### config.mk
export PLATFORM = sky130hd
export DESIGN_NAME = vram_write_scheduler
export DESIGN_NICKNAME = d
export VERILOG_FILES = /design/src/rtl/vram_pkg.sv /design/src/rtl/write_fifo.sv /design/src/rtl/vram_write_scheduler.sv
export SDC_FILE = /design/constraint.sdc
export NUM_CORES = 1
export LEC_CHECK = 0
export ABC_AREA = 0
export ABC_CLOCK_PERIOD_IN_PS = 8650
export CORE_MARGIN = 5
export CORE_UTILIZATION = 50
export CTS_CLUSTER_DIAMETER = 200
export DETAILED_ROUTE_END_ITERATION = 7
export PLACE_DENSITY = 0.74
export SYNTH_ARGS = -nofsm -noshare
export SYNTH_HDL_FRONTEND = slang
export SYNTH_HIERARCHICAL = 1
export SYNTH_SLANG_ARGS = --single-unit
### constraint.sdc
create_clock -name clk -period 8.65 [get_ports clk]
set_input_delay 2.595 -clock clk [delete_from_list [all_inputs] [get_ports clk]]
set_output_delay 2.595 -clock clk [all_outputs]
set_load 0.02 [all_outputs]
### src/rtl/vram_pkg.sv
// rtl/vram_pkg.sv - shared VRAM write scheduler types and timing constants
package vram_pkg;

    // Vertical timing of the 640x480 display, in lines
    localparam int VGA_V_SYNC   = 2;
    localparam int VGA_V_BP     = 33;
    localparam int VGA_V_ACTIVE = 480;
    localparam int VGA_V_FP     = 10;

    // Background tile grid: 20 columns by 15 rows of 32x32 tiles
    localparam int BKG_COLS  = 20;
    localparam int BKG_ROWS  = 15;
    localparam int BKG_CELLS = BKG_COLS * BKG_ROWS;

    // Write target selection
    typedef enum logic {
        SEL_BKG = 1'b0,
        SEL_OBJ = 1'b1
    } sel_e;

    // Object RAM word layout
    localparam int OBJ_ON_BIT  = 12;
    localparam int OBJ_TILE_HI = 11;
    localparam int OBJ_TILE_LO = 9;
    localparam int OBJ_X_HI    = 8;
    localparam int OBJ_X_LO    = 4;
    localparam int OBJ_Y_HI    = 3;
    localparam int OBJ_Y_LO    = 0;

    // Buffered write entry
    localparam int ADDR_W  = 9;
    localparam int DATA_W  = 13;
    localparam int ENTRY_W = 1 + ADDR_W + DATA_W;

    typedef struct packed {
        sel_e              sel;
        logic [ADDR_W-1:0] addr;
        logic [DATA_W-1:0] data;
    } wr_entry_t;

endpackage

### src/rtl/write_fifo.sv
// rtl/write_fifo.sv - synchronous FIFO holding granted VRAM writes
module write_fifo #(
    parameter int WIDTH = 23,
    parameter int DEPTH = 8
) (
    input  logic                     clk,
    input  logic                     reset_n,
    input  logic                     iPush,
    input  logic [WIDTH-1:0]         iData,
    input  logic                     iPop,
    output logic [WIDTH-1:0]         oData,
    output logic                     oFull,
    output logic                     oEmpty,
    output logic [$clog2(DEPTH):0]   oCount
);

    localparam int AW = $clog2(DEPTH);

    logic [WIDTH-1:0] mem [DEPTH];
    logic [AW-1:0]    wrPtr;
    logic [AW-1:0]    rdPtr;
    logic [AW:0]      count;
    logic             doPush;
    logic             doPop;

    assign oFull  = (count == (AW+1)'(DEPTH));
    assign oEmpty = (count == '0);
    assign oCount = count;
    assign oData  = mem[rdPtr];

    // A push into a full FIFO is accepted only when a pop frees a slot in the same cycle
    assign doPush = iPush && (!oFull || iPop);
    assign doPop  = iPop && !oEmpty;

    // Storage array; contents are don't-care until written
    always_ff @(posedge clk) begin
        if (doPush) begin
            mem[wrPtr] <= iData;
        end
    end

    // Pointer and occupancy tracking
    always_ff @(posedge clk or negedge reset_n) begin
        if (!reset_n) begin
            wrPtr <= '0;
            rdPtr <= '0;
            count <= '0;
        end else begin
            if (doPush) begin
                wrPtr <= wrPtr + 1'b1;
            end
            if (doPop) begin
                rdPtr <= rdPtr + 1'b1;
            end
            case ({doPush, doPop})
                2'b10:   count <= count + 1'b1;
                2'b01:   count <= count - 1'b1;
                default: count <= count;
            endcase
        end
    end

endmodule

### src/rtl/vram_write_scheduler.sv
// rtl/vram_write_scheduler.sv - round-robin VRAM write arbiter with blank-gated drain
module vram_write_scheduler
    import vram_pkg::*;
#(
    parameter int NUM_REQ     = 4,
    parameter int FIFO_DEPTH  = 8,
    parameter int V_ACT_START = VGA_V_SYNC + VGA_V_BP,
    parameter int V_ACT_END   = VGA_V_SYNC + VGA_V_BP + VGA_V_ACTIVE - 1,
    parameter int BKG_LIMIT   = BKG_COLS * BKG_ROWS
) (
    input  logic                      clk,
    input  logic                      reset_n,
    input  logic [9:0]                iVCnt,
    input  logic [NUM_REQ-1:0]        iReq,
    input  logic [NUM_REQ-1:0]        iSel,
    input  logic [9*NUM_REQ-1:0]      iAddr,
    input  logic [13*NUM_REQ-1:0]     iData,
    output logic [NUM_REQ-1:0]        oAck,
    output logic                      oWe_bkg,
    output logic [8:0]                oWAddr_bkg,
    output logic [2:0]                oWData_bkg,
    output logic                      oWe_obj,
    output logic [2:0]                oWAddr_obj,
    output logic [12:0]               oWData_obj,
    output logic                      oBlank,
    output logic                      oErr,
    output logic                      oFull
);

    localparam int PTR_W = (NUM_REQ > 1) ? $clog2(NUM_REQ) : 1;
    localparam int CNT_W = $clog2(FIFO_DEPTH) + 1;

    logic                blankNow;
    logic                pop;
    logic                found;
    logic                grant;
    logic                rangeErr;
    logic                push;
    logic [PTR_W-1:0]    ptr;
    logic [PTR_W-1:0]    winner;
    logic [PTR_W-1:0]    ptrNext;
    logic [NUM_REQ-1:0]  eligible;
    logic [ADDR_W-1:0]   addrArr [NUM_REQ];
    logic [DATA_W-1:0]   dataArr [NUM_REQ];
    wr_entry_t           pushEntry;
    wr_entry_t           popEntry;
    logic [ENTRY_W-1:0]  fifoRdata;
    logic                fifoFull;
    logic                fifoEmpty;
    logic [CNT_W-1:0]    fifoCount;
    logic [CNT_W-1:0]    cntNext;

    assign blankNow = (iVCnt < 10'(V_ACT_START)) || (iVCnt > 10'(V_ACT_END));

    // Drain only on the registered blank flag so a pop never races the line counter
    assign pop = oBlank && !fifoEmpty;

    // A requester being acked this cycle has not yet had a chance to update its request
    assign eligible = iReq & ~oAck;

    // Split the flattened request buses into per-requester fields
    always_comb begin
        for (int k = 0; k < NUM_REQ; k++) begin
            addrArr[k] = iAddr[k*ADDR_W +: ADDR_W];
            dataArr[k] = iData[k*DATA_W +: DATA_W];
        end
    end

    // Pick the first eligible requester at or after the round-robin pointer
    always_comb begin
        int idx;
        found  = 1'b0;
        winner = '0;
        idx    = 0;
        for (int i = 0; i < NUM_REQ; i++) begin
            idx = int'(ptr) + i;
            if (idx >= NUM_REQ) begin
                idx = idx - NUM_REQ;
            end
            if (!found && eligible[PTR_W'(idx)]) begin
                found  = 1'b1;
                winner = PTR_W'(idx);
            end
        end
    end

    assign ptrNext = (winner == PTR_W'(NUM_REQ - 1)) ? '0 : winner + 1'b1;

    assign pushEntry.sel  = sel_e'(iSel[winner]);
    assign pushEntry.addr = addrArr[winner];
    assign pushEntry.data = dataArr[winner];

    // Object writes only look at addr[2:0], so only background writes can be out of range
    assign rangeErr = (pushEntry.sel == SEL_BKG) && (pushEntry.addr >= ADDR_W'(BKG_LIMIT));
    assign grant    = found && (!fifoFull || pop);
    assign push     = grant && !rangeErr;
    assign cntNext  = fifoCount + CNT_W'(push) - CNT_W'(pop);

    write_fifo #(
        .WIDTH (ENTRY_W),
        .DEPTH (FIFO_DEPTH)
    ) u_fifo (
        .clk     (clk),
        .reset_n (reset_n),
        .iPush   (push),
        .iData   (pushEntry),
        .iPop    (pop),
        .oData   (fifoRdata),
        .oFull   (fifoFull),
        .oEmpty  (fifoEmpty),
        .oCount  (fifoCount)
    );

    assign popEntry = fifoRdata;

    // Grant bookkeeping: acknowledge the winner, flag dropped writes, advance the pointer
    always_ff @(posedge clk or negedge reset_n) begin
        if (!reset_n) begin
            ptr  <= '0;
            oAck <= '0;
            oErr <= 1'b0;
        end else begin
            oAck <= grant ? (NUM_REQ'(1) << winner) : '0;
            oErr <= grant && rangeErr;
            if (grant) begin
                ptr <= ptrNext;
            end
        end
    end

    // Blank flag, full flag and RAM write port registers
    always_ff @(posedge clk or negedge reset_n) begin
        if (!reset_n) begin
            oBlank     <= 1'b0;
            oFull      <= 1'b0;
            oWe_bkg    <= 1'b0;
            oWAddr_bkg <= '0;
            oWData_bkg <= '0;
            oWe_obj    <= 1'b0;
            oWAddr_obj <= '0;
            oWData_obj <= '0;
        end else begin
            oBlank  <= blankNow;
            oFull   <= (cntNext == CNT_W'(FIFO_DEPTH));
            oWe_bkg <= pop && (popEntry.sel == SEL_BKG);
            oWe_obj <= pop && (popEntry.sel == SEL_OBJ);
            if (pop) begin
                oWAddr_bkg <= popEntry.addr;
                oWData_bkg <= popEntry.data[2:0];
                oWAddr_obj <= popEntry.addr[2:0];
                oWData_obj <= popEntry.data;
            end
        end
    end

endmodule
Word-level counts from Yosys, hierarchy flattened. Memories as Yosys holds them, arrays and structs flattened. Index checks and enable logic that the tools add are counted.

Bits in registers: 49. Bits in writable memories: 184. Input port bits: 108. Word-level logic and storage cells: 112. Memories: 1.

$add $sub $neg: 14. Order comparisons: 13. Equal/unequal tests: 5. Shift-type cells: 1. Multiplexer cells: 37. Bitwise gates (word level): 5. Reductions and logical operators: 22.

Memories: u_fifo.mem (depth 8, bits a word 23, rd ports 1, clocked after memory_dff 0, write ports 1, line write_fifo.sv:19) `logic [WIDTH-1:0] mem [DEPTH];`.

Operators with widths (number): $bmux W13 S2 (1); $mux W13 (2); $bmux W9 S2 (1); $mux W2 (9); $mux W9 (2); $lt A2 B4 Y1 const B (4); $mux W1 (15); $ge A3 B3 Y1 const B (4); $logic_and A1 B1 Y1 (12); $bmux W1 S2 (5); $gt A10 B10 Y1 const B (1); $lt A10 B6 Y1 const B (1); $ge A9 B9 Y1 const B (1); $eq A4 B4 Y1 const B (2); $pmux W4 S2 (1); $sub A2 B1 Y2 const B (4); $add A2 B2 Y3 const B (2); $add A3 B1 Y3 const B (2); $logic_not A1 Y1 (6); $add A4 B1 Y4 (1); $add A4 B1 Y4 const B (1); $and A4 B4 Y4 (1); $eq A2 B2 Y1 const B (2); $logic_not A4 Y1 (1); 14 further kinds (16).

Longest topological paths before layout.
Word-level depth: 26. Mapped depth: 16. Depth with buffers taken out: 14.

Cells and area by module. The synthesis kept the hierarchy.

Modules (own cells, without submodules): write_fifo (instances 1, cells an instance 332, area each 7556.0 um^2, seq. area each 5775.5 um^2); vram_write_scheduler (instances 1, cells an instance 350, area each 2516.2 um^2, seq. area each 825.8 um^2).

Worst setup path after synthesis. No wires, ideal clock.

Path kind: in2reg. Start: input port iReq[2]. End: memory u_fifo.mem[0][0], enable pin. Library setup time: 461 ps. Arrival: 6542 ps. Slack: 1647 ps. Cell stages on the path: 11. Cells stage by stage: nor2b_1 -> a221oi_2 -> and2_1 -> buf_6 -> inv_2 -> a211oi_2 -> a2bb2o_4 -> a211oi_2 -> o21a_1 -> o21ai_4 -> nor4_1.

Longest elaborated chain between the ends: 25. Elaborated cells on any way between the ends: 42. Classes of those cells: 1 x order compare; 27 x mux; 3 x bitwise; 11 x reduce/logical.

RTL lines: from (decl) (line vram_write_scheduler.sv:14) `input logic [NUM_REQ-1:0] iReq,`; $and A4 B4 Y4 (*) (line vram_write_scheduler.sv:59) `assign eligible = iReq & ~oAck;`; $bmux W1 S2 (line vram_write_scheduler.sv:80) `if (!found && eligible[PTR_W'(idx)]) begin`; $mux W1 (not written as such) (2 in a row) (line vram_write_scheduler.sv:80); $mux W1 (line vram_write_scheduler.sv:80); $logic_not A1 Y1 (line vram_write_scheduler.sv:80); $logic_and A1 B1 Y1 (line vram_write_scheduler.sv:80); $mux W1 (line vram_write_scheduler.sv:80); $logic_not A1 Y1 (line vram_write_scheduler.sv:80); [9 not listed]; $ge A9 B9 Y1 (line vram_write_scheduler.sv:94) `assign rangeErr = (pushEntry.sel == SEL_BKG) && (pushEntry.addr >= ADDR_W'(BKG_LIMIT));`; $logic_and A1 B1 Y1 (line vram_write_scheduler.sv:94); $logic_not A1 Y1 (line vram_write_scheduler.sv:96) `assign push = grant && !rangeErr;`; $logic_and A1 B1 Y1 (*) (line vram_write_scheduler.sv:96); via push (line vram_write_scheduler.sv:38) `logic push;`; $logic_and A1 B1 Y1 (*) (line write_fifo.sv:32) `assign doPush = iPush && (!oFull || iPop);`; $mux W1 (*) (line write_fifo.sv:37) `if (doPush) begin`; $mux W1 (not written as such) (*) (line write_fifo.sv:38) `mem[wrPtr] <= iData;`; to (decl) (line write_fifo.sv:19).

Mark *: on every way through the listed nets, which the timed path passes. The rest lies on a longest branch. The select of a mux whose other input is x is not followed.

Final worst setup path.
Start: input port iReq[3]. End: register u_fifo.count[3], in the netlist u_fifo/oCount[3].

Longest elaborated chain between the ends: 25. Elaborated cells on any way between the ends: 44. Classes of those cells: 1 x order compare; 2 x eq/ne; 26 x mux; 3 x bitwise; 12 x reduce/logical.

RTL lines: $and A4 B4 Y4 (*) (line vram_write_scheduler.sv:59); $bmux W1 S2 (line vram_write_scheduler.sv:80); $mux W1 (not written as such) (2 in a row) (line vram_write_scheduler.sv:80); $mux W1 (line vram_write_scheduler.sv:80); $logic_not A1 Y1 (line vram_write_scheduler.sv:80); $logic_and A1 B1 Y1 (line vram_write_scheduler.sv:80); $mux W1 (line vram_write_scheduler.sv:80); $logic_not A1 Y1 (line vram_write_scheduler.sv:80); [9 not listed]; $ge A9 B9 Y1 (line vram_write_scheduler.sv:94); $logic_and A1 B1 Y1 (line vram_write_scheduler.sv:94); $logic_not A1 Y1 (line vram_write_scheduler.sv:96); $logic_and A1 B1 Y1 (*) (line vram_write_scheduler.sv:96); via push (line vram_write_scheduler.sv:38); $logic_and A1 B1 Y1 (*) (line write_fifo.sv:32); $eq A2 B1 Y1 or $eq A2 B2 Y1 (tied branches) (line write_fifo.sv:55) `case ({doPush, doPop})`; $pmux W4 S2 or $reduce_bool A2 Y1 (tied branches); to (signal assigned) (line write_fifo.sv:56) `2'b10: count <= count + 1'b1;`; to (signal assigned) (line write_fifo.sv:57) `2'b01: count <= count - 1'b1;`; to (signal assigned) (line write_fifo.sv:58) `default: count <= count;`; to (decl) (line write_fifo.sv:22) `logic [AW:0] count;`.

Marked as above. A chain may end at the register's enable or synchronous reset.

==> run summary <==
Antenna violations before repair - 0
Element type at the critical path end - flip-flop
Max Cap Viol - 0
IO buf count - 144
Critical Path End - u_fifo/oCount[3]$_DFFE_PN0P_
Mapped Cells - 682
Remaining antenna violation count after routing - 0
Num CTS Buffers - 22
Largest net degree at the start of global routing - 53
Gr usage total - 0.2034
DRT Wirelength - 23470 um
Skew-Pair Late Insertion Delay - 500 ps
YS warnings - 6
DIE HEIGHT - 151.9 um
Distinct cells, synth - 57
Fraction of layout cells with a size suffix above 1 - 0.1722
# resized after CTS - 0
Setup violators final - 0
Max Slew Vio Count - 0
Fmax - 146.7 MHz
CP Data Required Time - 9010 ps
Hold Fails Final Rpt - 0
Maximum fanout along the worst path - 30
Synth area leaders - edfxtp_1 55%, dfrtp_1 11%, mux4_2 10%
Root Buffer - clkbuf_16
P_leak - 0.004526 uW
CTS tree - built
Most frequent cells after synthesis - 184 x edfxtp_1, 160 x nand2_1, 46 x mux4_2, 43 x dfrtp_1, 25 x mux2_2
DP Worst Slack - 1404 ps
Net Count, Synth - 805
Critical Path Start - iReq[3]
IO Count - 145
Register area - 6603 um^2
Global-route wire length before repair - 37580 um
GRT overflow - 0
Critical R2R Launch - ptr[1]$_DFFE_PN0P_
ANT cells - 0
Max Buffers Root-to-Sink - 3
Multi-input gate area in the final layout - 3227 um^2
Area grow syn2layout - 24.01%
Max Clock Skew - 8.895 ps
Rel. slew slack - 0.3239
Async SR Flop Fraction - 0.1894
DRT iter0 DRCs - 455
Worst slew pin tran - 1009 ps
Top FF cell, synth - edfxtp_1
Hold Path Class - flip-flop to flip-flop
EDFF count, synth - 184
RSZ-0062 raised after global routing - false
Vias in the first global route - 6688
Worst flop-to-flop path endpoint - u_fifo/oCount[3]$_DFFE_PN0P_
Worst reg2reg setup slack - 3860 ps
Cell taking the most area after synthesis - edfxtp_1
Via/cell ratio - 5.662
Share of the yosys chip area belonging to registers - 0.6554
Status - finished, final reports clean
Hold Buf Count CTS - 0
Detailed Routing Iterations Pass 1 - 5
Per-cell routed wire length - 21.11 um
Starting density of the core - 0.5026
Fill count - 1481
Postcts setup bufs - 0
Synthesized area - 10070 um^2
Yosys top cell area share - 0.5486
Worst setup SP type - primary input
Reg2Reg Depth - 15
Die width - 151.9 um
Setup TNS - 0 ps
WP data arrival - 7180 ps
Worst Setup Path Type - primary input to flip-flop
Global placer's final weighted congestion - 0.8486
Die Footprint - 23080 um^2
PD cells - 400.6 nW/um^2
Rows - 52
H-tree levels - 1
Final cycle utilization of the critical path - 0.7880
Core area - 20040 um^2
Clk sinks - 227
DRC Markers - 0
Syn Area/Cell - 14.77 um^2
CTS clk-pin slew, worst paths - 60 ps
Min cycle time layout - 6816 ps
WHS Path Cells - 2
Max VDD drop - 0.0002334 V
Fin worst setup slack - 1834 ps
Cell with the most instances after synthesis - edfxtp_1
Nets - 949
Number of synthesized register bits - 227
Vias - 6296
Post-DP HPWL - 15460 um
layer usage:
metal | part of all wire | up-vias | wire, um | track usage
li1 | - | 2838 | - | -
met1 | 0.42 | 3144 | 9862 | 0.2817
met2 | 0.49 | 284 | 11470 | 0.3364
met3 | 0.073 | 30 | 1704 | 0.03726
met4 | 0.018 | 0 | 430 | 0.05394
met5 | 0 | - | 0 | 0
final cells by class:
| cell class | instances | area share |
|---|---|---|
| clock buffers | 30 | 0.04978 |
| clock inverters | 10 | 0.005910 |
| inverters | 17 | 0.005109 |
| multi-input cells | 397 | 0.2583 |
| flip-flops and latches | 227 | 0.5286 |
| well taps | 270 | 0.02705 |
| repair buffers | 161 | 0.1252 |
sequential cells by signal, indices dropped and copies added (netlist names), 2 cells and up:
name / count
oAck: 4
oWAddr_bkg: 9
oWData_bkg: 2
oWData_obj: 11
ptr: 2
u_fifo/mem: 184
u_fifo/oCount: 4
u_fifo/rdPtr: 3
u_fifo/wrPtr: 3
logic make-up after synthesis:
logic type / Yosys count / share of synthesized area
fa+ha+maj: 15 / 0.02012
mux: 73 / 0.1333
flops: 227 / 0.6554
xor+xnor: 9 / 0.007827
buf+inv: 58 / 0.02758
compound gates: 63 / 0.04882
simple gates: 237 / 0.1070
how the worst min path moves through the flow:
stage	from	to
2_1_floorplan	u_fifo/wrPtr[2]$_DFFE_PN0P_	u_fifo/wrPtr[2]$_DFFE_PN0P_
6_report	oWData_obj[5]$_DFFE_PN0P_	oWData_obj[5]$_DFFE_PN0P_
3_5_place_dp	oWData_obj[8]$_DFFE_PN0P_	oWData_obj[8]$_DFFE_PN0P_
5_1_grt	oWData_obj[8]$_DFFE_PN0P_	oWData_obj[8]$_DFFE_PN0P_
3_3_place_gp	oWData_obj[4]$_DFFE_PN0P_	oWData_obj[4]$_DFFE_PN0P_
4_1_cts	oWData_obj[8]$_DFFE_PN0P_	oWData_obj[8]$_DFFE_PN0P_
per-stage QoR:
stage	total power [uW]	std cells	hold slack [ps]	instance area [um^2]	util
3_5_place_dp	4113	1072	464.9	11800	0.5886
6_report	5004	1112	472.5	12490	0.6233
3_3_place_gp	3996	1072	456.9	11800	0.5886
2_1_floorplan	3413	682	518.6	10070	-
4_1_cts	5041	1112	480.4	12490	0.6233
5_1_grt	5308	1112	495.5	12490	0.6233
report_power, final:
| group | switching (uW) | internal [uW] | total [uW] |
|---|---|---|---|
| sequential | 168 | 1810 | 1970 |
| clock | 380 | 533 | 913 |
| combinational | 1230 | 889 | 2120 |
worst max-delay path, stage by stage:
cell             delay [ps]
clkdlybuf4s50_1         470
nand2b_1                130
a221oi_2                300
and2_1                  180
buf_4                   310
inv_2                   270
a211oi_2                280
a2bb2o_4                240
a211oi_2                260
o21a_1                  270
o21ai_4                 150
ha_1                    340
ha_1                    400
or4b_2                  680
o311ai_0                140
o211ai_1                150
cell usage in the layout (no fill, tap or decap), drive strengths merged, types with 6 or more instances in the layout:
cell           count
o21ai              8
clkbuf            30
buf               18
nor3              10
xnor2              7
and2               6
a31oi             23
edfxtp           184
and3              20
nor3b              7
clkinv             8
mux2              26
a21oi              8
ha                13
inv               17
mux4              46
clkdlybuf4s50    143
nand2b             9
nand2            160
dfrtp             43
nor2               9
No activity file was read; power rests on OpenSTA's default activity.
